[src/rtl/mem_port_arbiter.sv]
`default_nettype none
// ============================================================================
// Module   : mem_port_arbiter
// Purpose  : Shares one single-ported, fixed-latency memory between the
//            instruction-fetch requester and the load/store requester.
//            One transaction is in flight at a time. Simultaneous requests
//            are resolved round-robin against the previous owner.
// Revision : 1.0 - initial release
// ----------------------------------------------------------------------------
// Ports
//   clk, reset              clock; synchronous active-low reset
//   if_req/if_addr          fetch request, held until if_gnt
//   if_gnt                  fetch accepted (combinational, IDLE only)
//   if_rvalid/if_rdata      fetch response, 1-cycle pulse
//   d_req/d_we/d_addr/
//   d_wdata                 load/store request, held until d_gnt
//   d_gnt                   data accepted (combinational, IDLE only)
//   d_rvalid/d_rdata        load data or store completion (rdata=0)
//   mem_req/mem_we/
//   mem_addr/mem_wdata      memory strobe and captured command
//   mem_rdata               memory read data, valid MEM_LAT cycles after
//                           the mem_req cycle
//   busy                    high whenever a transaction is in flight
// ============================================================================
module mem_port_arbiter #(
  parameter int ADDR_W  = 32,
  parameter int DATA_W  = 32,
  parameter int MEM_LAT = 2    // legal range 1..15
) (
  input  logic              clk,
  input  logic              reset,
  // instruction fetch requester
  input  logic              if_req,
  input  logic [ADDR_W-1:0] if_addr,
  output logic              if_gnt,
  output logic              if_rvalid,
  output logic [DATA_W-1:0] if_rdata,
  // load/store requester
  input  logic              d_req,
  input  logic              d_we,
  input  logic [ADDR_W-1:0] d_addr,
  input  logic [DATA_W-1:0] d_wdata,
  output logic              d_gnt,
  output logic              d_rvalid,
  output logic [DATA_W-1:0] d_rdata,
  // memory macro
  output logic              mem_req,
  output logic              mem_we,
  output logic [ADDR_W-1:0] mem_addr,
  output logic [DATA_W-1:0] mem_wdata,
  input  logic [DATA_W-1:0] mem_rdata,
  // core stall
  output logic              busy
);

  typedef enum logic [1:0] {
    S_IDLE  = 2'd0,
    S_ISSUE = 2'd1,
    S_WAIT  = 2'd2,
    S_RESP  = 2'd3
  } state_t;

  localparam logic OWN_FETCH = 1'b0;
  localparam logic OWN_DATA  = 1'b1;

  // WAIT lasts MEM_LAT cycles: the counter is loaded with MEM_LAT-1 in ISSUE
  // and the read data is sampled in the WAIT cycle where it reaches zero.
  localparam logic [3:0] CNT_INIT = 4'(MEM_LAT - 1);

  state_t              state_q, state_d;
  logic                owner_q, owner_d;
  logic                last_owner_q, last_owner_d;
  logic [3:0]          cnt_q, cnt_d;
  logic [ADDR_W-1:0]   addr_q, addr_d;
  logic                we_q, we_d;
  logic [DATA_W-1:0]   wdata_q, wdata_d;
  logic [DATA_W-1:0]   rdata_q, rdata_d;

  logic                any_req;
  logic                pick_data;

  assign any_req   = if_req | d_req;
  // Data wins when it is the only requester, or on a tie when fetch owned
  // the previous transaction.
  assign pick_data = d_req & (~if_req | (last_owner_q == OWN_FETCH));

  // --------------------------------------------------------------------------
  // State register
  // --------------------------------------------------------------------------
  always_ff @(posedge clk) begin
    if (!reset) begin
      state_q      <= S_IDLE;
      owner_q      <= OWN_FETCH;
      last_owner_q <= OWN_FETCH;
      cnt_q        <= 4'd0;
      addr_q       <= '0;
      we_q         <= 1'b0;
      wdata_q      <= '0;
      rdata_q      <= '0;
    end else begin
      state_q      <= state_d;
      owner_q      <= owner_d;
      last_owner_q <= last_owner_d;
      cnt_q        <= cnt_d;
      addr_q       <= addr_d;
      we_q         <= we_d;
      wdata_q      <= wdata_d;
      rdata_q      <= rdata_d;
    end
  end

  // --------------------------------------------------------------------------
  // Next state and grants
  // --------------------------------------------------------------------------
  always_comb begin
    state_d      = state_q;
    owner_d      = owner_q;
    last_owner_d = last_owner_q;
    cnt_d        = cnt_q;
    addr_d       = addr_q;
    we_d         = we_q;
    wdata_d      = wdata_q;
    rdata_d      = rdata_q;
    if_gnt       = 1'b0;
    d_gnt        = 1'b0;

    case (state_q)
      S_IDLE: begin
        // Grants are suppressed while reset is asserted so that no request
        // appears accepted during an edge that will clear the state anyway.
        if (reset && any_req) begin
          if (pick_data) begin
            d_gnt        = 1'b1;
            owner_d      = OWN_DATA;
            last_owner_d = OWN_DATA;
            addr_d       = d_addr;
            we_d         = d_we;
            wdata_d      = d_wdata;
          end else begin
            if_gnt       = 1'b1;
            owner_d      = OWN_FETCH;
            last_owner_d = OWN_FETCH;
            addr_d       = if_addr;
            we_d         = 1'b0;
            wdata_d      = '0;
          end
          state_d = S_ISSUE;
        end
      end

      S_ISSUE: begin
        cnt_d   = CNT_INIT;
        state_d = S_WAIT;
      end

      S_WAIT: begin
        if (cnt_q == 4'd0) begin
          // A store completion carries no data.
          rdata_d = we_q ? '0 : mem_rdata;
          state_d = S_RESP;
        end else begin
          cnt_d = cnt_q - 4'd1;
        end
      end

      S_RESP: begin
        state_d = S_IDLE;
      end

      default: begin
        state_d = S_IDLE;
      end
    endcase
  end

  // --------------------------------------------------------------------------
  // Outputs
  // --------------------------------------------------------------------------
  assign mem_req   = (state_q == S_ISSUE);
  assign mem_we    = we_q;
  assign mem_addr  = addr_q;
  assign mem_wdata = wdata_q;

  assign busy      = (state_q != S_IDLE);

  assign if_rvalid = (state_q == S_RESP) && (owner_q == OWN_FETCH);
  assign d_rvalid  = (state_q == S_RESP) && (owner_q == OWN_DATA);
  assign if_rdata  = if_rvalid ? rdata_q : '0;
  assign d_rdata   = d_rvalid  ? rdata_q : '0;

endmodule
`default_nettype wire
[config.mk]
export PLATFORM = sky130hd
export DESIGN_NAME = mem_port_arbiter
export DESIGN_NICKNAME = d
export VERILOG_FILES = /design/src/rtl/mem_port_arbiter.sv
export SDC_FILE = /design/constraint.sdc
export NUM_CORES = 1
export LEC_CHECK = 0
export ABC_AREA = 1
export BUFFER_PORTS_ARGS = -buffer_cell sky130_fd_sc_hd__buf_2
export CORE_ASPECT_RATIO = 1.1
export CORE_MARGIN = 2
export CORE_UTILIZATION = 41
export CTS_BUF_LIST = sky130_fd_sc_hd__clkbuf_8 sky130_fd_sc_hd__clkbuf_16
export DETAILED_ROUTE_END_ITERATION = 10
export MAX_ROUTING_LAYER = met4
export PLACE_DENSITY = 0.75
export SYNTH_ARGS = -nofsm -noshare
export SYNTH_HDL_FRONTEND = slang
export SYNTH_SLANG_ARGS = --single-unit
[constraint.sdc]
create_clock -name clk -period 1.36 [get_ports clk]
set_input_delay 0.068 -clock clk [delete_from_list [all_inputs] [get_ports clk]]
set_output_delay 0.068 -clock clk [all_outputs]
set_load 0.005 [all_outputs]
==> flow_metrics.tcl, run 1 <==
set metrics [dict create \
    fin_crit_sh_pct 117 \
    setup_violations 110 \
    max-slew-margin-rel_pct 78.2 \
    clockRootBuffer "clkbuf_16" \
    cts_tree "built" \
    diodes 0 \
    drc 0 \
    placement.io_buffers 267 \
    cp_max_fo 8 \
    fin_crit_ps 1590 \
    hold_viol_final 0 \
    cts_made_buffers 9 \
    num_vias 5953 \
    grtUsageTotal_pct 23.7 \
    layout_setup_ws_ps -226 \
    rsz0062_at_grt "true" \
    finalWirelength_mm 17.7 \
    worstMarginPinSlew_ps 326 \
    dp_hpwl_mm 10.4 \
    status "complete, but fails checks" \
    violations "setup timing" \
    r2r_setup_slack_ps -60 \
    die_w_um 110 \
    die_height_um 121 \
    holdWs_ps 9.94 \
    internal_power_mw 7.35 \
    clock_latency_ps 340 \
    grt_pass1_vias 5093 \
    drive_gt1_share_pct 45.2 \
    power_frac_seq_pct 32.1 \
    clk_pin_slew_ps 70 \
    cp-start-kind "register" \
    antenna_found_initial 0 \
    worstPathCellList "buf_6, ha_4, nand2_8, buf_16, nor2_1, buf_2" \
    cts-htree-levels 3 \
    start_util_pct 42.1 \
    ir_drop_mv 0.827 \
    drt_iter0_drc 332 \
    power.switching_mw 4.76 \
    cp_data_arrival_time_ps 1520 \
    synth_top_cell_by_area "dfxtp_1" \
    layout.nets 1210 \
    power.static_leakage_nw 4.36 \
    ant_nets 0 \
    rows 42 \
    gp_congestion 0.812 \
    synthCells 808 \
    avgRoutedWirePerCell_um 14.4 \
    vias_per_cell 4.84 \
    syn_avg_cell_area_um2 6.29 \
    die_area_mm2 0.0133 \
    synth_seq_area_share_pct 40.9 \
    grt_pass1_wl_mm 24.0 \
    overflow 0 \
    ys_ff_latch 104 \
    yosys_warnings 0 \
    power_frac_clock_pct 20.3 \
    synth_top_area_share_pct 40.9 \
    cts.sinks 104 \
    core_area_mm2 0.0121 \
    grt_max_degree 59 \
    worstSetupStartpoint "state_q[1]$_SDFFE_PN0P_" \
    synthTopCellsByArea "dfxtp_1 41%, nand2_1 18%, a21oi_1 10%" \
    io_pins 268 \
    max-cap-violations 0 \
    synthesis.area_mm2 0.00509 \
    r2r-start "state_q[1]$_SDFFE_PN0P_" \
    ys_types 18 \
    cp_slowest_cell "dfxtp_2" \
    powerDensity_mw_per_mm2 1460 \
    cts_buffer_depth 2 \
    synth_nets 946 \
    area_delta_synth_final_pct 63.1 \
    endpoint_kind "output pin" \
    p_sw_share_pct 39.3 \
    max_freq_mhz 631 \
    cts_hold_buffers 0 \
    min-delay-start "mem_rdata[5]" \
    max_stage_delay_ps 360 \
    path_class "register to output pin" \
    drtPass1Iterations 5 \
    fin_tns_setup_ps -11300 \
    min_path_type "primary input to register" \
    power.total_mw 12.1 \
    fin_skew_ps 9.14 \
    power_frac_comb_pct 47.6 \
    worstPathRequired_ps 1290 \
    slew_violations 0 \
]
what timing repair did:
action / 4_1_cts / 5_1_grt
resized for setup: 32 / 230
pin swaps: 3 / 22
hold endpoints to repair: 0 / 0
buffers inserted: 4 / 2
endpoints found under the setup margin: 103 / 169
cloned: 7 / 9
layout by cell type (no fill, tap or decap), drive strengths merged, types with 3 or more instances in the layout:
cell type	netlist	layout
buf	26	298
nand2	247	247
inv	116	118
nor2	106	106
dfxtp	104	104
a21oi	103	103
nand3	36	36
nor3	32	32
clkbuf	28	17
clkinv	0	5
ha	5	5
o21ai	3	3
layout make-up:
class,count,area [um^2]
Fill cell,1015,3790
Multi-Input combinational cell,534,3120
Timing Repair Buffer,306,2140
Sequential cell,104,2090
Inverter,116,465
Clock buffer,9,225
Tap cell,154,193
Clock inverter,7,52.6
Timing Repair inverter,1,11.3
layer usage:
layer  part of all wire, %  track usage [%]  vias up
li1                      -                -     2992
met1                    40             27.4     2713
met2                    52             41.1      231
met3                   7.0             5.50       17
met4                   1.2             5.78        0
met5                     0                -        -
power by group through the flow:
| stage | sequential (mW) | clock (mW) | combinational (mW) |
|---|---|---|---|
| 2_1_floorplan | 3.92 | 0 | 2.58 |
| 3_3_place_gp | 3.90 | 0 | 3.76 |
| 3_5_place_dp | 3.92 | 0 | 3.80 |
| 4_1_cts | 3.87 | 2.51 | 4.45 |
| 5_1_grt | 3.94 | 2.65 | 6.32 |
| 6_report | 3.88 | 2.46 | 5.77 |
cells in the mapped netlist, drive strengths merged:
master,n
nand3,36
nand4,1
o21ai,3
or2,1
nor2,106
nor3,32
buf,26
clkbuf,28
ha,5
a21oi,103
dfxtp,104
inv,116
nand2,247
final timing paths:
path,cells past startpoint,to
setup / recovery,6,if_rdata[11]
hold / removal,3,rdata_q[5]$_SDFFE_PN0P_
setup reg to reg,8,mem_wdata[10]$_SDFFE_PN0P_
hold reg to reg,2,mem_wdata[19]$_SDFFE_PN0P_
flip-flops by register name (all words and copies together) (netlist names):
| register | flops |
|---|---|
| mem_we | 1 |
| cnt_q | 4 |
| mem_addr | 32 |
| rdata_q | 32 |
| state_q | 2 |
| last_owner_q | 1 |
| mem_wdata | 32 |
through the flow:
stage / util, % / instance area [um^2] / cells / worst slack (ps)
3_5_place_dp: 54.8 / 6620 / 1195 / -41.3
3_3_place_gp: 54.8 / 6620 / 1195 / 23.5
4_1_cts: 60.0 / 7260 / 1221 / -179
5_1_grt: 68.6 / 8290 / 1231 / -334
2_1_floorplan: - / 5090 / 808 / 39.1
6_report: 68.6 / 8290 / 1231 / -226
critical path, delay by kind of cell (launching register included):
family | cells | cell delay, ps
buffers and inverters | 3 | 420
DFF | 1 | 360
and+or+nand+nor | 2 | 220
adders and majority gates | 1 | 170
cells by family (layout without fill, tap and decap cells):
logic type / after synthesis / count (layout) / share of synthesized area, %
AOI/OAI and AO/OA: 106 / 106 / 10.4
adders and majority gates: 5 / 5 / 1.23
buffers and inverters: 170 / 439 / 14.2
DFF: 104 / 104 / 40.9
and+or+nand+nor: 423 / 423 / 33.2
(Power assumes the default switching activity.)
==> run 2, diff against run 1 <==
--- a/config.mk
+++ b/config.mk
@@ -5,11 +5,10 @@
 export SDC_FILE = /design/constraint.sdc
 export NUM_CORES = 1
 export LEC_CHECK = 0
-export ABC_AREA = 1
 export BUFFER_PORTS_ARGS = -buffer_cell sky130_fd_sc_hd__buf_2
 export CORE_ASPECT_RATIO = 1.1
 export CORE_MARGIN = 2
-export CORE_UTILIZATION = 41
+export CORE_UTILIZATION = 40
 export CTS_BUF_LIST = sky130_fd_sc_hd__clkbuf_8 sky130_fd_sc_hd__clkbuf_16
 export DETAILED_ROUTE_END_ITERATION = 10
 export MAX_ROUTING_LAYER = met4
==> flow_metrics.tcl, run 2 <==
set metrics [dict create \
    clk_pin_slew_ps 70 \
    grtUsageTotal_pct 28.6 \
    ys.flop_type "dfxtp_1" \
    num_vias 6019 \
    dp_slack_ps -132 \
    placement.io_buffers 267 \
    hold_viol_final 2 \
    grt_max_degree 60 \
    synth.most_common_cell "a21oi_1" \
    dp_hpwl_mm 10.4 \
    status "complete, but fails checks" \
    async_reset_ff_share_pct 0 \
    ir_drop_mv 0.989 \
    synth_common_cells "130 x a21oi_1, 104 x dfxtp_1, 101 x nand2_1, 35 x nand3_1, 34 x clkbuf_1" \
    path_class "register to output pin" \
    ant_nets 0 \
    synth_top_area_share_pct 44.7 \
    cts.sinks 104 \
    drive_gt1_share_pct 42.8 \
    dp_cells 989 \
    grt_pass1_wl_mm 27.6 \
    layout_setup_ws_ps -211 \
    die_w_um 107 \
    overflow 0 \
    gp_congestion 0.846 \
    max-slew-margin-rel_pct 73.4 \
    synth_seq_area_share_pct 44.7 \
    grt_pass1_vias 5596 \
    core_area_mm2 0.0114 \
    fin_crit_sh_pct 116 \
    rsz0062_at_grt "true" \
    worstMarginPinSlew_ps 399 \
    holdWs_ps -12.3 \
    max_freq_mhz 636 \
    cp-start-kind "register" \
    cts_tree "built" \
    fin_cells 1137 \
    fin_crit_ps 1570 \
    antenna_found_initial 0 \
    cts_made_buffers 9 \
    die_height_um 117 \
    synthesis.area_mm2 0.00466 \
    slew_violations 0 \
    layout_commonest_cell "buf_2" \
    io_pins 268 \
    ys_types 36 \
    violations "hold timing, setup timing" \
    layout.nets 1120 \
    endpoint_kind "output pin" \
    rows 41 \
    finalWirelength_mm 19.8 \
    r2r_setup_slack_ps -200 \
    max-cap-violations 0 \
    syn_avg_cell_area_um2 7.83 \
    ys_ff_latch 104 \
    start_util_pct 40.7 \
    powerDensity_mw_per_mm2 1450 \
    diodes 0 \
    yosys_warnings 0 \
    synth_top_cell_by_area "dfxtp_1" \
    synth_edf_count 0 \
    area_delta_synth_final_pct 83.9 \
    avgRoutedWirePerCell_um 17.4 \
    clockRootBuffer "clkbuf_16" \
    cp_data_arrival_time_ps 1500 \
    clock_latency_ps 350 \
    drt_iter0_drc 608 \
    vias_per_cell 5.29 \
    synth_nets 733 \
    nFillCells 770 \
    setup_violations 169 \
    synthTopCellsByArea "dfxtp_1 45%, a21oi_1 14%, nand2_1 8.1%" \
    drtPass1Iterations 5 \
    power.static_leakage_nw 4.00 \
    drc 0 \
    synthCells 595 \
    fin_skew_ps 12.5 \
    die_area_mm2 0.0125 \
    cts-htree-levels 3 \
    min_path_type "primary input to register" \
    most-common-layout-cells "264 x buf_2, 103 x dlygate4sd3_1, 100 x nand2_1" \
    cp_max_fo 33 \
    cts_buffer_depth 2 \
    worstPathRequired_ps 1290 \
]
## run 2: worst max-delay path, cell delays in order (launching register included)
cell and delay [ps]:
dfxtp_4 380, ha_4 160, nor2b_4 160, buf_12 170, and2_1 170, buf_2 120
## run 2: cell type report
cell class,instances,area (um^2),share of cell area [%]
Clock buffer,9,225,2.63
Clock inverter,7,77.6,0.905
Timing Repair Buffer,434,3330,38.9
Inverter,7,28.8,0.336
Sequential cell,104,2100,24.5
Multi-Input combinational cell,426,2620,30.6
Tap cell,150,188,2.19
## run 2: worst paths after layout
check	startpoint	end	cells past startpoint
max	state_q[0]$_SDFFE_PN0P_	if_rdata[30]	5
min	d_addr[29]	mem_addr[29]$_SDFFE_PN0P_	3
max reg2reg	state_q[1]$_SDFFE_PN0P_	rdata_q[13]$_SDFFE_PN0P_	8
min reg2reg	mem_wdata[3]$_SDFFE_PN0P_	mem_wdata[3]$_SDFFE_PN0P_	2
## run 2: routing by layer
layer / up-vias / part of all wire, % / track usage, %
met5: - / 0 / -
met2: 332 / 52 / 49.9
met3: 54 / 6.5 / 5.48
met4: 0 / 3.3 / 12.5
li1: 2817 / - / -
met1: 2816 / 39 / 32.0
## run 2: cells by family after synthesis
| logic type | count (synthesis) | share of synthesized area [%] |
|---|---|---|
| AND/OR/NAND/NOR | 244 | 27.5 |
| multiplexers | 2 | 0.430 |
| buffers and inverters | 65 | 6.02 |
| XOR/XNOR | 1 | 0.188 |
| adder cells (fa/ha/maj) | 5 | 1.34 |
| flip-flops | 104 | 44.7 |
| AO/OA/AOI/OAI | 174 | 19.8 |
## run 2: timing repair
action | CTS | global route
endpoints found under the setup margin | 172 | 174
endpoints found under the hold margin | 94 | 2
hold buffers | 101 | 2
resized for setup | 44 | 81
cloned | 4 | 7
pin swaps | 61 | 22
buffers inserted | 12 | 7
## run 2: where the power goes
group	internal [mW]	switching (mW)	total (mW)
combinational	3.02	2.65	5.67
sequential	3.65	0.386	4.04
clock	1.45	1.24	2.69
## run 2: per-stage QoR
step                      util, %  total power [mW]  area [um^2]  setup TNS, ps
after global placement       55.4              7.40         6340          -1750
after global routing         74.9              13.0         8570         -24300
after detailed placement     55.4              7.46         6340          -4990
final                        74.9              12.4         8570         -15060
after floorplan                 -              5.94         4700           -147
after CTS                    70.4              11.4         8050         -12760
